--- src/rtl/noc_inject_arbiter.sv ---
// Injection arbiter: shares one router local input port among NUM_REQ tile requesters,
// packet-at-a-time, with starvation promotion, priority bypass and round-robin fairness.
module noc_inject_arbiter #(
    parameter int NUM_REQ      = 4,
    parameter int FLIT_WIDTH   = 64,
    parameter int STARVE_LIMIT = 16
) (
    input  logic                          clk,
    input  logic                          rst_n,
    input  logic [NUM_REQ-1:0]            req_valid,
    input  logic [NUM_REQ*FLIT_WIDTH-1:0] req_flit,
    input  logic [NUM_REQ-1:0]            req_last,
    input  logic [NUM_REQ-1:0]            req_pri,
    output logic [NUM_REQ-1:0]            req_ready,
    output logic                          noc_req_out,
    output logic [FLIT_WIDTH-1:0]         noc_flit_out,
    input  logic                          noc_ack_in,
    output logic [$clog2(NUM_REQ)-1:0]    grant_id,
    output logic                          busy
);

    localparam int IDW = $clog2(NUM_REQ);
    localparam int CW  = $clog2(STARVE_LIMIT + 1);

    localparam logic [1:0] ST_IDLE = 2'd0;
    localparam logic [1:0] ST_SEND = 2'd1;
    localparam logic [1:0] ST_BODY = 2'd2;

    localparam logic [CW-1:0]  STARVE_MAX = CW'(STARVE_LIMIT);
    localparam logic [IDW-1:0] LAST_ID    = IDW'(NUM_REQ - 1);

    // First set bit of mask searching upward from ptr, wrapping at NUM_REQ.
    function automatic logic [IDW-1:0] rr_pick(input logic [NUM_REQ-1:0] mask,
                                               input logic [IDW-1:0]     ptr);
        logic [IDW-1:0] sel;
        logic           found;
        logic [IDW-1:0] idx;
        sel   = '0;
        found = 1'b0;
        for (int k = 0; k < NUM_REQ; k++) begin
            idx = IDW'((int'(ptr) + k) % NUM_REQ);
            if (!found && mask[idx]) begin
                sel   = idx;
                found = 1'b1;
            end else begin
                sel   = sel;
            end
        end
        return sel;
    endfunction

    logic [1:0]            state_r;
    logic [1:0]            state_next_s;
    logic [IDW-1:0]        rr_ptr_r;
    logic [IDW-1:0]        grant_id_r;
    logic                  last_r;
    logic                  noc_req_r;
    logic                  busy_r;
    logic [FLIT_WIDTH-1:0] flit_r;
    logic [CW-1:0]         wait_cnt_r [NUM_REQ];

    logic [NUM_REQ-1:0]    starve_mask_s;
    logic [NUM_REQ-1:0]    pri_mask_s;
    logic [IDW-1:0]        winner_s;
    logic [IDW-1:0]        sel_s;
    logic [NUM_REQ-1:0]    ready_s;

    // Class masks for winner selection.
    always_comb begin
        starve_mask_s = '0;
        for (int i = 0; i < NUM_REQ; i++) begin
            starve_mask_s[i] = req_valid[i] && (wait_cnt_r[i] == STARVE_MAX);
        end
        pri_mask_s = req_valid & req_pri;
    end

    // Winner: first non-empty class among starving, high priority, any valid.
    always_comb begin
        winner_s = '0;
        if (|starve_mask_s) begin
            winner_s = rr_pick(starve_mask_s, rr_ptr_r);
        end else if (|pri_mask_s) begin
            winner_s = rr_pick(pri_mask_s, rr_ptr_r);
        end else begin
            winner_s = rr_pick(req_valid, rr_ptr_r);
        end
    end

    // Next state and the one-cycle capture pulse.
    always_comb begin
        state_next_s = state_r;
        ready_s      = '0;
        sel_s        = grant_id_r;
        case (state_r)
            ST_IDLE: begin
                sel_s = winner_s;
                if (|req_valid) begin
                    ready_s[winner_s] = 1'b1;
                    state_next_s      = ST_SEND;
                end else begin
                    state_next_s = ST_IDLE;
                end
            end
            ST_SEND: begin
                if (noc_ack_in) begin
                    state_next_s = last_r ? ST_IDLE : ST_BODY;
                end else begin
                    state_next_s = ST_SEND;
                end
            end
            ST_BODY: begin
                if (req_valid[grant_id_r]) begin
                    ready_s[grant_id_r] = 1'b1;
                    state_next_s        = ST_SEND;
                end else begin
                    state_next_s = ST_BODY;
                end
            end
            default: begin
                state_next_s = ST_IDLE;
            end
        endcase
    end

    // Packet FSM, output registers and round-robin pointer.
    always_ff @(posedge clk or negedge rst_n) begin
        if (!rst_n) begin
            state_r    <= ST_IDLE;
            rr_ptr_r   <= '0;
            grant_id_r <= '0;
            last_r     <= 1'b0;
            noc_req_r  <= 1'b0;
            busy_r     <= 1'b0;
            flit_r     <= '0;
        end else begin
            state_r   <= state_next_s;
            noc_req_r <= (state_next_s == ST_SEND);
            busy_r    <= (state_next_s != ST_IDLE);
            if (|ready_s) begin
                flit_r     <= req_flit[int'(sel_s)*FLIT_WIDTH +: FLIT_WIDTH];
                last_r     <= req_last[sel_s];
                grant_id_r <= sel_s;
            end else begin
                flit_r     <= flit_r;
                last_r     <= last_r;
                grant_id_r <= grant_id_r;
            end
            if ((state_r == ST_SEND) && noc_ack_in && last_r) begin
                rr_ptr_r <= (grant_id_r == LAST_ID) ? '0 : grant_id_r + IDW'(1);
            end else begin
                rr_ptr_r <= rr_ptr_r;
            end
        end
    end

    // Wait counters: the packet owner and idle requesters stay at zero.
    always_ff @(posedge clk or negedge rst_n) begin
        if (!rst_n) begin
            for (int i = 0; i < NUM_REQ; i++) begin
                wait_cnt_r[i] <= '0;
            end
        end else begin
            for (int i = 0; i < NUM_REQ; i++) begin
                if (!req_valid[i] || ready_s[i] || (busy_r && (grant_id_r == IDW'(i)))) begin
                    wait_cnt_r[i] <= '0;
                end else if (wait_cnt_r[i] != STARVE_MAX) begin
                    wait_cnt_r[i] <= wait_cnt_r[i] + CW'(1);
                end else begin
                    wait_cnt_r[i] <= wait_cnt_r[i];
                end
            end
        end
    end

    // The capture pulse is masked during reset so nothing is taken while the FSM is held.
    assign req_ready    = rst_n ? ready_s : '0;
    assign noc_req_out  = noc_req_r;
    assign noc_flit_out = flit_r;
    assign grant_id     = grant_id_r;
    assign busy         = busy_r;

endmodule
--- config.mk ---
export PLATFORM = sky130hd
export DESIGN_NAME = noc_inject_arbiter
export DESIGN_NICKNAME = d
export VERILOG_FILES = /design/src/rtl/noc_inject_arbiter.sv
export SDC_FILE = /design/constraint.sdc
export NUM_CORES = 1
export LEC_CHECK = 0
export CAP_MARGIN = 20
export CORE_AREA = 5 5 131 133
export CTS_CLUSTER_DIAMETER = 60
export DETAILED_ROUTE_END_ITERATION = 10
export DIE_AREA = 0 0 136 138
export GPL_TIMING_DRIVEN = 0
export PLACE_DENSITY_LB_ADDON = 0.05
export RECOVER_POWER = 100
export SLEW_MARGIN = 5
export SYNTH_ARGS = -nofsm -noshare
export SYNTH_HDL_FRONTEND = slang
export SYNTH_SLANG_ARGS = --single-unit
--- constraint.sdc ---
create_clock -name clk -period 3.9 [get_ports clk]
set_input_delay 0.39 -clock clk [delete_from_list [all_inputs] [get_ports clk]]
set_output_delay 0.39 -clock clk [all_outputs]
set_load 0.02 [all_outputs]
# == Yosys cells after proc, flatten, opt, wreduce, memory -nomap -nowiden ==
# Index checks and enable logic that the tools add are counted.
# word_totals
inputBits,271
elab_cells,186
register_bits,93
# op_classes
n_mux,89
n_reduce_logical,53
add_sub_neg,8
n_shift,1
n_eq_ne,14
bitwise,1
n_lt_le_gt_ge,9
# op_table
operator,n
indexed part select 256 x 9 -> 64 bit,1
two-way mux 1 bit,41
two-way mux 5 bit,8
two-way mux 2 bit,19
binary-select mux 1 bit (select 2 bit),14
logical AND 1 bit,21
"less-than comparator 2 x 3 -> 1 bit, second input constant",7
"adder 5 x 1 -> 5 bit, second input constant",4
"equality test 5 bit, second input constant",4
"inequality test 5 bit, second input constant",4
OR reduction 4 bit,4
zero test 1 bit,13
two-way mux 4 bit,3
nonzero test 2 bit,5
logical OR 1 bit,8
case mux 4 bit (2 select lines),1
"equality test 2 x 1 -> 1 bit, second input constant",3
"equality test 2 bit, second input constant",3
case mux 2 bit (3 select lines),1
"adder 2 x 1 -> 2 bit, second input constant",2
"adder 2 bit, second input constant",2
bitwise AND 4 bit,1
demux 1 bit (select 2 bit),2
">= comparator 2 x 1 -> 1 bit, second input constant",2
zero test 2 bit,2

# == Logic depth before layout (Yosys ltp) ==
# Gate-level depths: netlist of the first run.
# depth
depth_word,30
depth_mapped,12
mapped_depth_nobuf,9

# == Least setup slack after synthesis of the first run ==
# OpenSTA, ideal clock, no wires.
# synth_path
path_kind,register to register
from,register wait_cnt_r[5] (netlist name)
to,register last_r
setup_ps,94
path_slack_ps,1225
path_buffers,3
arrival_ps,2581
path_stages_with_launch,13
t_required_ps,3806
path_cell_list,dfrtp_1 inv_1 ha_1 nor4bb_1 buf_4 and3_1 a31oi_1 and2_1 or4b_4 and3_1 buf_6 buf_6 a221oi_2
# synth_between
elab_chain_len,25
word_cells_on_any_way,39
# synth_rtl
element,line,source
start: declaration,60,logic [CW-1:0] wait_cnt_r [NUM_REQ];
start signal: indexed assignment,167,wait_cnt_r[i] <= wait_cnt_r[i] + CW'(1);
start signal: indexed assignment,169,wait_cnt_r[i] <= wait_cnt_r[i];
equality test 5 bit (*),72,starve_mask_s[i] = req_valid[i] && (wait_cnt_r[i] == STARVE_MAX);
logical AND 1 bit (*),72,
binary-select mux 1 bit (select 2 bit),42,if (!found && mask[idx]) begin
two-way mux 1 bit (not written as such),42,
two-way mux 1 bit,42,
two-way mux 1 bit,80,if (|starve_mask_s) begin
zero test 1 bit,42,
logical AND 1 bit,42,
[9 not listed],-,
two-way mux 2 bit (*),80,
less-than comparator 2 x 3 -> 1 bit (not written as such) / >= comparator 2 x 1 -> 1 bit (equally long branches),98,ready_s[winner_s] = 1'b1;
logical AND 1 bit (not written as such),98,
two-way mux 1 bit (not written as such),98,
demux 1 bit (select 2 bit),98,
two-way mux 4 bit,97,if (|req_valid) begin
case mux 4 bit (2 select lines),94,case (state_r)
OR reduction 4 bit,139,if (|ready_s) begin
end signal: assignment,141,last_r <= req_last[sel_s];
end signal: assignment,145,last_r <= last_r;
end: declaration,56,logic last_r;
# Every way passes the cells marked *; elsewhere a longest branch is shown, timed or not. The select of a mux whose other input is x is not followed.
# A chain may end at the register's enable or synchronous reset.

# == Final worst setup path of the first run ==
# layout_path
from,register wait_cnt_r[5] (netlist name)
to,output port req_ready[3]
# layout_between
elab_chain_len,25
word_cells_on_any_way,36
# layout_rtl
element,line,source
equality test 5 bit (*),72,
logical AND 1 bit (*),72,
binary-select mux 1 bit (select 2 bit),42,
two-way mux 1 bit (not written as such),42,
two-way mux 1 bit,42,
two-way mux 1 bit,80,
zero test 1 bit,42,
logical AND 1 bit,42,
[9 not listed],-,
two-way mux 2 bit (*),80,
less-than comparator 2 x 3 -> 1 bit (not written as such) / >= comparator 2 x 1 -> 1 bit (equally long branches),98,
logical AND 1 bit (not written as such),98,
two-way mux 1 bit (not written as such),98,
demux 1 bit (select 2 bit) (*),98,
two-way mux 4 bit (*),97,
case mux 4 bit (2 select lines) (*),94,
two-way mux 4 bit (*),176,assign req_ready = rst_n ? ready_s : '0;
end: declaration,14,"output logic [NUM_REQ-1:0] req_ready,"
# Marks and branches as above.

==> results of run 1 <==
==> worst reg2reg max path, cell delays in order (launching register included) <==
cell and delay [ns]:
dfrtp_1 0.40, inv_1 0.10, ha_1 0.14, nor4bb_1 0.30, buf_4 0.22, nand2_1 0.09
a41o_1 0.25, o32a_1 0.30, o22ai_2 0.29, buf_4 0.28, clkbuf_1 0.59, mux2i_1 0.24
a221oi_1 0.31
==> kinds of logic after synthesis <==
family | Yosys count | synth area share
AND/OR/NAND/NOR | 152 | 0.116
adder cells (fa/ha/maj) | 12 | 0.0238
flip-flops | 93 | 0.368
buffers and inverters | 57 | 0.0517
multiplexers | 137 | 0.219
XOR/XNOR | 16 | 0.0222
AO/OA/AOI/OAI | 108 | 0.199
==> cell type report <==
cell class | count | area share
repair buffers | 342 | 0.339
multi-input cells | 425 | 0.346
clock buffers | 11 | 0.0231
clock inverters | 3 | 0.00149
diodes | 4 | 0.000993
flip-flops and latches | 93 | 0.231
well taps | 216 | 0.0268
inverters | 12 | 0.00447
plain buffers | 45 | 0.0272
==> stage by stage <==
step | util | hold slack, ns
after floorplan | - | 0.0944
after global placement | 0.637 | 0.518
after detailed placement | 0.638 | 0.445
after CTS | 0.654 | 0.0769
after global routing | 0.641 | 0.0946
final | 0.641 | 0.0462
==> path summary, 6_finish.rpt <==
path / slack (ns) / cells after the start / startpoint / to
max: 0.11 / 11 / wait_cnt_r[5]$_DFFE_PN0P_ / req_ready[3]
min: 0.05 / 1 / rst_n / wait_cnt_r[17]$_DFFE_PN0P_
max reg2reg: 0.28 / 12 / wait_cnt_r[0]$_DFFE_PN0P_ / noc_flit_out[1]$_DFFE_PN0P_
min reg2reg: 0.57 / 2 / noc_flit_out[60]$_DFFE_PN0P_ / noc_flit_out[60]$_DFFE_PN0P_
max in group asynchronous: 0.80 / 2 / rst_n / noc_flit_out[41]$_DFFE_PN0P_
min in group clk: 0.54 / 3 / req_valid[1] / wait_cnt_r[12]$_DFFE_PN0P_
==> where the power goes <==
group	internal, mW	switching (mW)	total, mW
sequential	1.41	0.280	1.69
combinational	2.16	2.60	4.76
clock	0.422	0.362	0.784
total	3.99	3.24	7.23
==> repair_timing <==
item / 4_1_cts / 5_1_grt
hold endpoints to repair: 0 / 0
gates resized for setup: 0 / 1
endpoints found under the setup margin: 0 / 1
==> cell usage in the layout, fill, tap and decap left out, drive strengths merged, types with 3 or more instances in the layout <==
master and instances:
clkdlybuf4s50 272, mux2i 134, dfrtp 93, nor2 76
dlygate4sd3 68, a221oi 65, buf 30, clkbuf 28
nand2 18, inv 12, xnor2 12, ha 12
nand3 11, and2 10, o21ai 9, a21oi 6
nor2b 6, nor3 5, diode 4, and3 4
xor2 4, nand2b 3, nor4bb 3, nand3b 3
nor3b 3, clkinv 3
==> state kept, by name, summed over array words and instances (netlist names) <==
signal and count:
noc_flit_out 64, wait_cnt_r 20, grant_id 2, rr_ptr_r 2, state_r 2, busy 1, last_r 1, noc_req_out 1
==> layer usage <==
| metal | routed length [µm] | global-route usage |
|---|---|---|
| met5 | 0 | 0 |
| met4 | 663 | 0.0897 |
| met3 | 1730 | 0.0660 |
| met2 | 12800 | 0.456 |
| met1 | 8780 | 0.268 |
==> metrics.yaml, run 1 <==
status: "complete, but fails checks"
violations: "max-capacitance violations, max-slew violations"
worst_ep_required_time_ns: 3.51
start_util: 0.402
seq_area_um2: 2330
place.gp.congestion: 0.866
cpMaxStageDelayCell: "clkdlybuf4s50_1"
htreeDepth: 3
core_area_um2: 15700
syn_area_um2: 6320
die_width_um: 136
min_period_ns: 3.79
max_cap_violations: 1
synthTopCellsByCount: "mux2i_1, dfrtp_1, nor2_1, a221oi_2"
crit_chain: "inv_1, ha_1, nor4bb_1, buf_4, and3_1, a31oi_1, and2_1, or4b_4, o21ai_0, and2_1, clkdlybuf4s50_1"
min_path_type: "in -> async"
fillers: 1297
multi_input_area_um2: 3490
relSlewSlack: -0.874
tightest_slew_ns: 2.81
crit_fanout: 8
grt_max_degree: 52
path_buf_inv: 3
cts_tree: "yes"
preCtsSetupSlack_ns: 0.196
worstSetupPathType: "reg -> out"
clock_path_buffers: 2
power.leakage_nw: 4.00
dp_hpwl_um: 19700
detail-route-antenna-nets: 0
fin_nets: 1211
hold_viol: 0
synth-seq-cells: 93
final_area_um2: 10100
drive_gt1_frac: 0.0924
fin_ws_ns: 0.106
synth_fp_nets: 858
cts.sinks: 93
synth_area_leaders: "dfrtp_1, mux2i_1, a221oi_2"
ys_seq_area_frac: 0.368
rsz0062_at_grt: "no"
fin_cells: 1151
synthCells: 575
area_delta_synth_final_pct: 59.5
synth_edf_count: 0
vdd_drop_max_v: 0.000331
finalSetupViolCount: 0
finalSetupTns_ns: 0
cp.arrival_ns: 3.40
avgSynthCellArea_um2: 11.0
power.density_nw_per_um2: 718
grt_pass1_vias: 6641
synth_top_area_share: 0.368
max_stage_delay_ns: 0.61
port_buffers: 341
yosysUniqueCellTypes: 58
rows: 46
clkTransAtPathRegs_ns: 0.06
critical-path-top-delay-family: "simple AND/OR/NAND/NOR gates"
grt_usage: 0.247
cp_common_cell: "and2_1"
cts_made_buffers: 9
clk_latency_ns: 0.35
ys_warn_count: 0
cp-end-kind: "output pin"
slew_violations: 52
dieArea_um2: 18800
fin_skew_ns: 0.00890
synth.largest_area_cell: "dfrtp_1"
grt_first_pass_wirelength_um: 36300
wl_per_cell_um: 20.8
yosysMostFrequentCell: "mux2i_1"
hold_buffers: 0
grt-ovfl-total: 0
drc: 0
ios: 343
antenna_found_initial: 4
drtIter0Drc: 412
ys_dominant_reg_cell: "dfrtp_1"
max_freq_mhz: 264
dr.pass1.iters: 4
placed_cell_area_um2: 10000
start_kind: "flop"
routed_via_density: 5.32
dp_cells: 1133
ys_async_sr_fraction: 1.00
post_cts_buffers: 0
cts-root-buf: "clkbuf_16"
vias: 6120
drt_wl_total_um: 24000
die_height_um: 138
finalCritPeriodShare: 0.973
total_power_mw: 7.23
(Power assumes the default switching activity.)
==> run 2, diff against run 1 <==
Settings changed: CELL_PAD_IN_SITES_DETAIL_PLACEMENT set to 0, CELL_PAD_IN_SITES_GLOBAL_PLACEMENT set to 1, CORE_AREA 5 5 131 133 to unset, CORE_MARGIN set to 5, CORE_UTILIZATION set to 31, DIE_AREA 0 0 136 138 to unset.
==> run 2 against run 1 <==
Setup slack better by 0.068 ns. Critical endpoint is now req_ready[1]. Sequential share of layout area down 0.23 points. Highest routed layer is now met5. Via count down 0.62%. First-iteration DRC count down 48%. Die area up 24%. Combinational power up 2%. Largest cell class unchanged. Clock-buffer cell count up 2. Non-clock buffer count unchanged. Design area up 1.0%. Critical path type is now in -> out. The run still ends with max-capacitance violations, max-slew violations left. Sequential power about the same.
==> metrics.yaml, run 2 (synthesis gave the netlist of run 1 again) <==
status: "complete, but fails checks"
violations: "max-capacitance violations, max-slew violations"
post_cts_buffers: 0  # unchanged
clk_latency_ns: 0.35  # about the same
rsz0062_at_grt: "no"
ios: 343  # unchanged
dp_cells: 1187  # +4.8%
final_common_cell: "clkdlybuf4s50_1"
p_clk_frac: 0.116  # +0.008
fin_skew_ns: 0.00837  # -0.000531 ns
dp_hpwl_um: 20300  # +2.9%
hold_viol: 0  # unchanged
max_stage_delay_ns: 0.67  # +0.06 ns
max_cap_violations: 1  # unchanged
critical-path-top-delay-family: "buffers and inverters"
drive_gt1_frac: 0.102  # +0.00945
power.leakage_nw: 4.03  # +0.75%
cts_made_buffers: 9  # unchanged
dieArea_um2: 23300  # +24%
vias: 6082  # -0.62%
dr.pass1.iters: 4  # unchanged
grt_max_degree: 58  # +12%
routed_via_density: 5.05  # -5.0%
min_period_ns: 3.73  # -0.0679 ns
path_buf_inv: 3  # unchanged
p_sw_frac: 0.452  # +0.00342
grt_first_pass_wirelength_um: 38100  # +4.8%
fin_ws_ns: 0.174  # +0.0679 ns
core_area_um2: 20200  # +28%
fin_nets: 1211  # unchanged
finalCritPeriodShare: 0.955  # -0.0174
cp.arrival_ns: 3.34  # -0.06 ns
grt_usage: 0.209  # -0.0387
die_height_um: 153  # +11%
cp-end-kind: "output pin"
start_kind: "primary input"
max_freq_mhz: 268  # +1.8%
intPower_mw: 4.05  # +1.4%
clkTransAtPathRegs_ns: 0.07  # about the same
power.density_nw_per_um2: 725  # +0.97%
fin_cells: 1204  # +4.6%
crit_fanout: 10  # +2
p_comb_frac: 0.658  # about the same
hold_buffers: 0  # unchanged
grt-ovfl-total: 0  # unchanged
detail-route-antenna-nets: 0  # unchanged
worstSetupPathType: "in -> out"
place.gp.congestion: 0.843  # -2.7%
htreeDepth: 3  # unchanged
preCtsSetupSlack_ns: 0.183  # -0.0135 ns
antenna_found_initial: 2  # -2
drtIter0Drc: 216  # -48%
drc: 0  # unchanged
rows: 52  # +13%
cts-root-buf: "clkbuf_16"
cts_resized: 0  # unchanged
p_switching_mw: 3.33  # +2.8%
worst_ep_required_time_ns: 3.51  # about the same
wl_per_cell_um: 20.8  # about the same
slew_violations: 42  # -19%
finalSetupTns_ns: 0  # unchanged
clock_path_buffers: 2  # unchanged
start_util: 0.313  # -0.0889
min_path_type: "in -> async"
vdd_drop_max_v: 0.000272  # -18%
final_area_um2: 10200  # +1.0%
port_buffers: 341  # unchanged
area_delta_synth_final_pct: 61.1
grt_pass1_vias: 6595  # -0.69%
cpMaxStageDelayCell: "dlygate4sd3_1"
cts.sinks: 93  # unchanged
placed_cell_area_um2: 10100  # +0.67%
seq_power_share: 0.227  # -0.006
final_cell_mix: "clkdlybuf4s50_1, mux2i_1, dfrtp_1, nor2_1, dlygate4sd3_1"
relSlewSlack: -0.567  # +0.306
tightest_slew_ns: 2.35  # -0.460 ns
die_width_um: 153  # +12%
largest_reg_flops: 64  # unchanged
finalSetupViolCount: 0  # unchanged
drt_wl_total_um: 25100  # +4.7%
cts_tree: "yes"
crit_chain: "dlygate4sd3_1, buf_2, nand2_1, a311oi_1, nor3_1, nor3_1, o21ai_0, o21ai_0, and2_1, dlygate4sd3_1"
==> run 2: through the flow <==
stage,utilization,power [mW],hold WS [ns]
global route,0.505,7.90,0.129
floorplan,-,5.03,0.0944
detailed placement,0.500,6.96,0.515
CTS,0.514,7.86,0.131
finish,0.505,7.38,0.0678
global placement,0.499,6.88,0.518
==> run 2: final cells by class <==
class	instances	area, µm²
Clock buffer	13	260
Antenna cell	1	2.50
Fill cell	1856	9990
Clock inverter	3	20.0
Sequential cell	93	2330
Inverter	12	45.0
Tap cell	270	338
Multi-Input combinational cell	425	3500
Buffer	45	275
Timing Repair Buffer	342	3410
==> run 2: power groups by stage <==
| stage | Sequential (mW) | Clock (mW) | Combinational, mW |
|---|---|---|---|
| 2_1_floorplan | 2.08 | 0 | 2.95 |
| 3_3_place_gp | 1.68 | 0 | 5.20 |
| 3_5_place_dp | 1.69 | 0 | 5.27 |
| 4_1_cts | 1.69 | 0.879 | 5.29 |
| 5_1_grt | 1.73 | 0.919 | 5.25 |
| 6_report | 1.67 | 0.853 | 4.85 |
==> run 2: path summary, 6_finish.rpt <==
path	slack, ns	end	cells past startpoint	start
max reg2reg	0.31	noc_flit_out[52]$_DFFE_PN0P_	11	wait_cnt_r[0]$_DFFE_PN0P_
min	0.07	wait_cnt_r[13]$_DFFE_PN0P_	1	rst_n
max	0.17	req_ready[1]	10	req_valid[0]
min reg2reg	0.55	wait_cnt_r[4]$_DFFE_PN0P_	2	wait_cnt_r[4]$_DFFE_PN0P_
min in group clk	0.55	wait_cnt_r[4]$_DFFE_PN0P_	2	wait_cnt_r[4]$_DFFE_PN0P_
max in group asynchronous	1.16	noc_flit_out[12]$_DFFE_PN0P_	2	rst_n
==> run 2: metal layers <==
metal	global-route usage	vias to the layer above	routed length, µm	share of wire
met4	0.0590	2	459	0.018
met5	0	-	13	0.00052
met2	0.371	194	13100	0.52
met1	0.253	3001	10200	0.41
met3	0.0466	24	1340	0.053
li1	-	2861	-	-
==> run 3, diff against run 2 <==
Settings changed: CORE_AREA set to 5 5 132 134, CORE_MARGIN 5 to unset, CORE_UTILIZATION 31 to unset, DIE_AREA set to 0 0 137 139, DONT_BUFFER_PORTS set to 1.
==> run 3 against run 2 <==
The run still ends with max-capacitance violations, max-slew violations left. Non-clock buffer count decreased by 340. Critical path depth unchanged. Clock power up 2%. Highest routed layer is now met4. Final cell count shrank 33%. Clock skew up 0.0031 ns. Largest cell class is now multi-input gates. Fmax grew 7.3%. Die area is 18% lower.
==> metrics.yaml, run 3 (synthesis gave the netlist of run 1 again) <==
min_path_type: "in -> reg"
max_stage_delay_ns: 0.62  # -0.05 ns
ios: 343  # unchanged
die_width_um: 137  # -10%
min_period_ns: 3.47  # -0.252 ns
grt_usage: 0.214  # +0.00578
grt_max_degree: 94  # +62%
vdd_drop_max_v: 0.000416  # +53%
tightest_slew_ns: 2.45  # +0.102 ns
core_area_um2: 16200  # -20%
antenna_found_initial: 0  # -2
power.density_nw_per_um2: 963  # +33%
dp_hpwl_um: 16000  # -21%
crit_chain: "inv_1, ha_1, nor4bb_1, buf_4, and3_1, a31oi_1, and2_0, or4b_1, o21ai_0, and2_0"
status: "complete, but fails checks"
largest_reg_flops: 64  # unchanged
place.gp.congestion: 0.796  # -5.6%
dr.pass1.iters: 4  # unchanged
cp-end-kind: "output pin"
worstSetupPathType: "reg -> out"
finalSetupTns_ns: 0  # unchanged
rows: 47  # -9.6%
cts-root-buf: "clkbuf_16"
start_util: 0.391  # +0.0774
cts.sinks: 93  # unchanged
power.leakage_nw: 2.74  # -32%
relSlewSlack: -0.636  # -0.0683
cts_made_buffers: 9  # unchanged
routed_via_density: 5.86  # +16%
crit_fanout: 8  # -2
cpMaxStageDelayCell: "or4b_1"
drc: 0  # unchanged
wl_per_cell_um: 25.6  # +23%
cts_tree: "yes"
cp.arrival_ns: 3.08  # -0.26 ns
htreeDepth: 3  # unchanged
grt_pass1_vias: 5241  # -21%
dieArea_um2: 19000  # -18%
fin_nets: 871  # -28%
violations: "max-capacitance violations, max-slew violations"
total_power_mw: 6.49  # -12%
area_delta_synth_final_pct: 6.73
final_cell_mix: "mux2i_1, dfrtp_1, nor2_1, a221oi_2, a221oi_1"
drt_wl_total_um: 20800  # -17%
finalSetupViolCount: 0  # unchanged
hold_viol: 0  # unchanged
drive_gt1_frac: 0.164  # +0.0620
slew_violations: 94  # +120%
detail-route-antenna-nets: 0  # unchanged
port_buffers: 0  # -100%
drtIter0Drc: 219  # +1.4%
final_common_cell: "mux2i_1"
cts_resized: 0  # unchanged
die_height_um: 139  # -9.0%
max_cap_violations: 1  # unchanged
rsz0062_at_grt: "no"
grt-ovfl-total: 0  # unchanged
worst_ep_required_time_ns: 3.51  # about the same
fin_skew_ns: 0.0114  # +0.00307 ns
fin_ws_ns: 0.426  # +0.252 ns
diodes: 0  # -1
clock_path_buffers: 2  # unchanged
finalCritPeriodShare: 0.891  # -0.0646
preCtsSetupSlack_ns: 0.499  # +0.316 ns
cp_common_cell: "and2_0"
clk_latency_ns: 0.35  # about the same
grt_first_pass_wirelength_um: 31400  # -18%
clkTransAtPathRegs_ns: 0.07  # about the same
max_freq_mhz: 288  # +7.3%
vias: 4757  # -22%
start_kind: "flop"
## run 3: final cells by class
| cell class | count | area [µm²] |
|---|---|---|
| fill | 1597 | 9430 |
| multi-input combinational | 425 | 3520 |
| sequential | 93 | 2330 |
| tap | 220 | 275 |
| buffer | 45 | 272 |
| clock buffer | 13 | 270 |
| inverter | 12 | 45.0 |
| clock inverter | 2 | 16.3 |
| timing repair buffer | 2 | 15.0 |
## run 3: worst paths after layout
path	start	end	depth (start not counted)	slack [ns]
min in group asynchronous	rst_n	wait_cnt_r[13]$_DFFE_PN0P_	2	1.35
worst max register to register	wait_cnt_r[0]$_DFFE_PN0P_	noc_flit_out[41]$_DFFE_PN0P_	12	0.46
worst min-delay path	noc_ack_in	state_r[1]$_DFF_PN0_	2	0.20
worst min register to register	wait_cnt_r[9]$_DFFE_PN0P_	wait_cnt_r[9]$_DFFE_PN0P_	2	0.56
worst max-delay path	wait_cnt_r[5]$_DFFE_PN0P_	req_ready[3]	10	0.43
max in group asynchronous	rst_n	noc_flit_out[51]$_DFFE_PN0P_	2	1.10
## run 3: through the flow
stage,std cells,hold WS (ns),instance area (µm²),util
final,812,0.199,6740,0.417
after global routing,812,0.210,6740,0.417
after CTS,812,0.184,6920,0.428
after detailed placement,795,0.0973,6590,0.408
after global placement,795,0.0976,6590,0.408
after floorplan,575,0.0944,6320,-
## run 3: power by group
part	leakage, nW	switching [mW]	internal, mW
logic	1.52	1.90	1.50
registers	1.08	0.828	1.40
clock network	0.138	0.384	0.485
## run 3: layer usage
metal  GRT usage  vias up  part of all wire
li1            -     2190                 -
met5           0        -                 0
met3      0.0522       19             0.068
met4      0.0620        0             0.017
met2       0.366      186              0.51
met1       0.268     2362              0.40
## run 3: worst max-delay path: cells and delay by family, from the launching register on
kind | cells | cell delay (ns)
DFF | 1 | 0.40
AOI/OAI and AO/OA | 2 | 0.27
adders and majority gates | 1 | 0.14
buffers and inverters | 2 | 0.32
and+or+nand+nor | 5 | 1.63
## run 3: repair_timing
| action | CTS | global route |
|---|---|---|
| setup buffers | 0 | 0 |
| endpoints found under the setup margin | 0 | 0 |
| hold buffers | 2 | 0 |
| endpoints found under the hold margin | 93 | 0 |
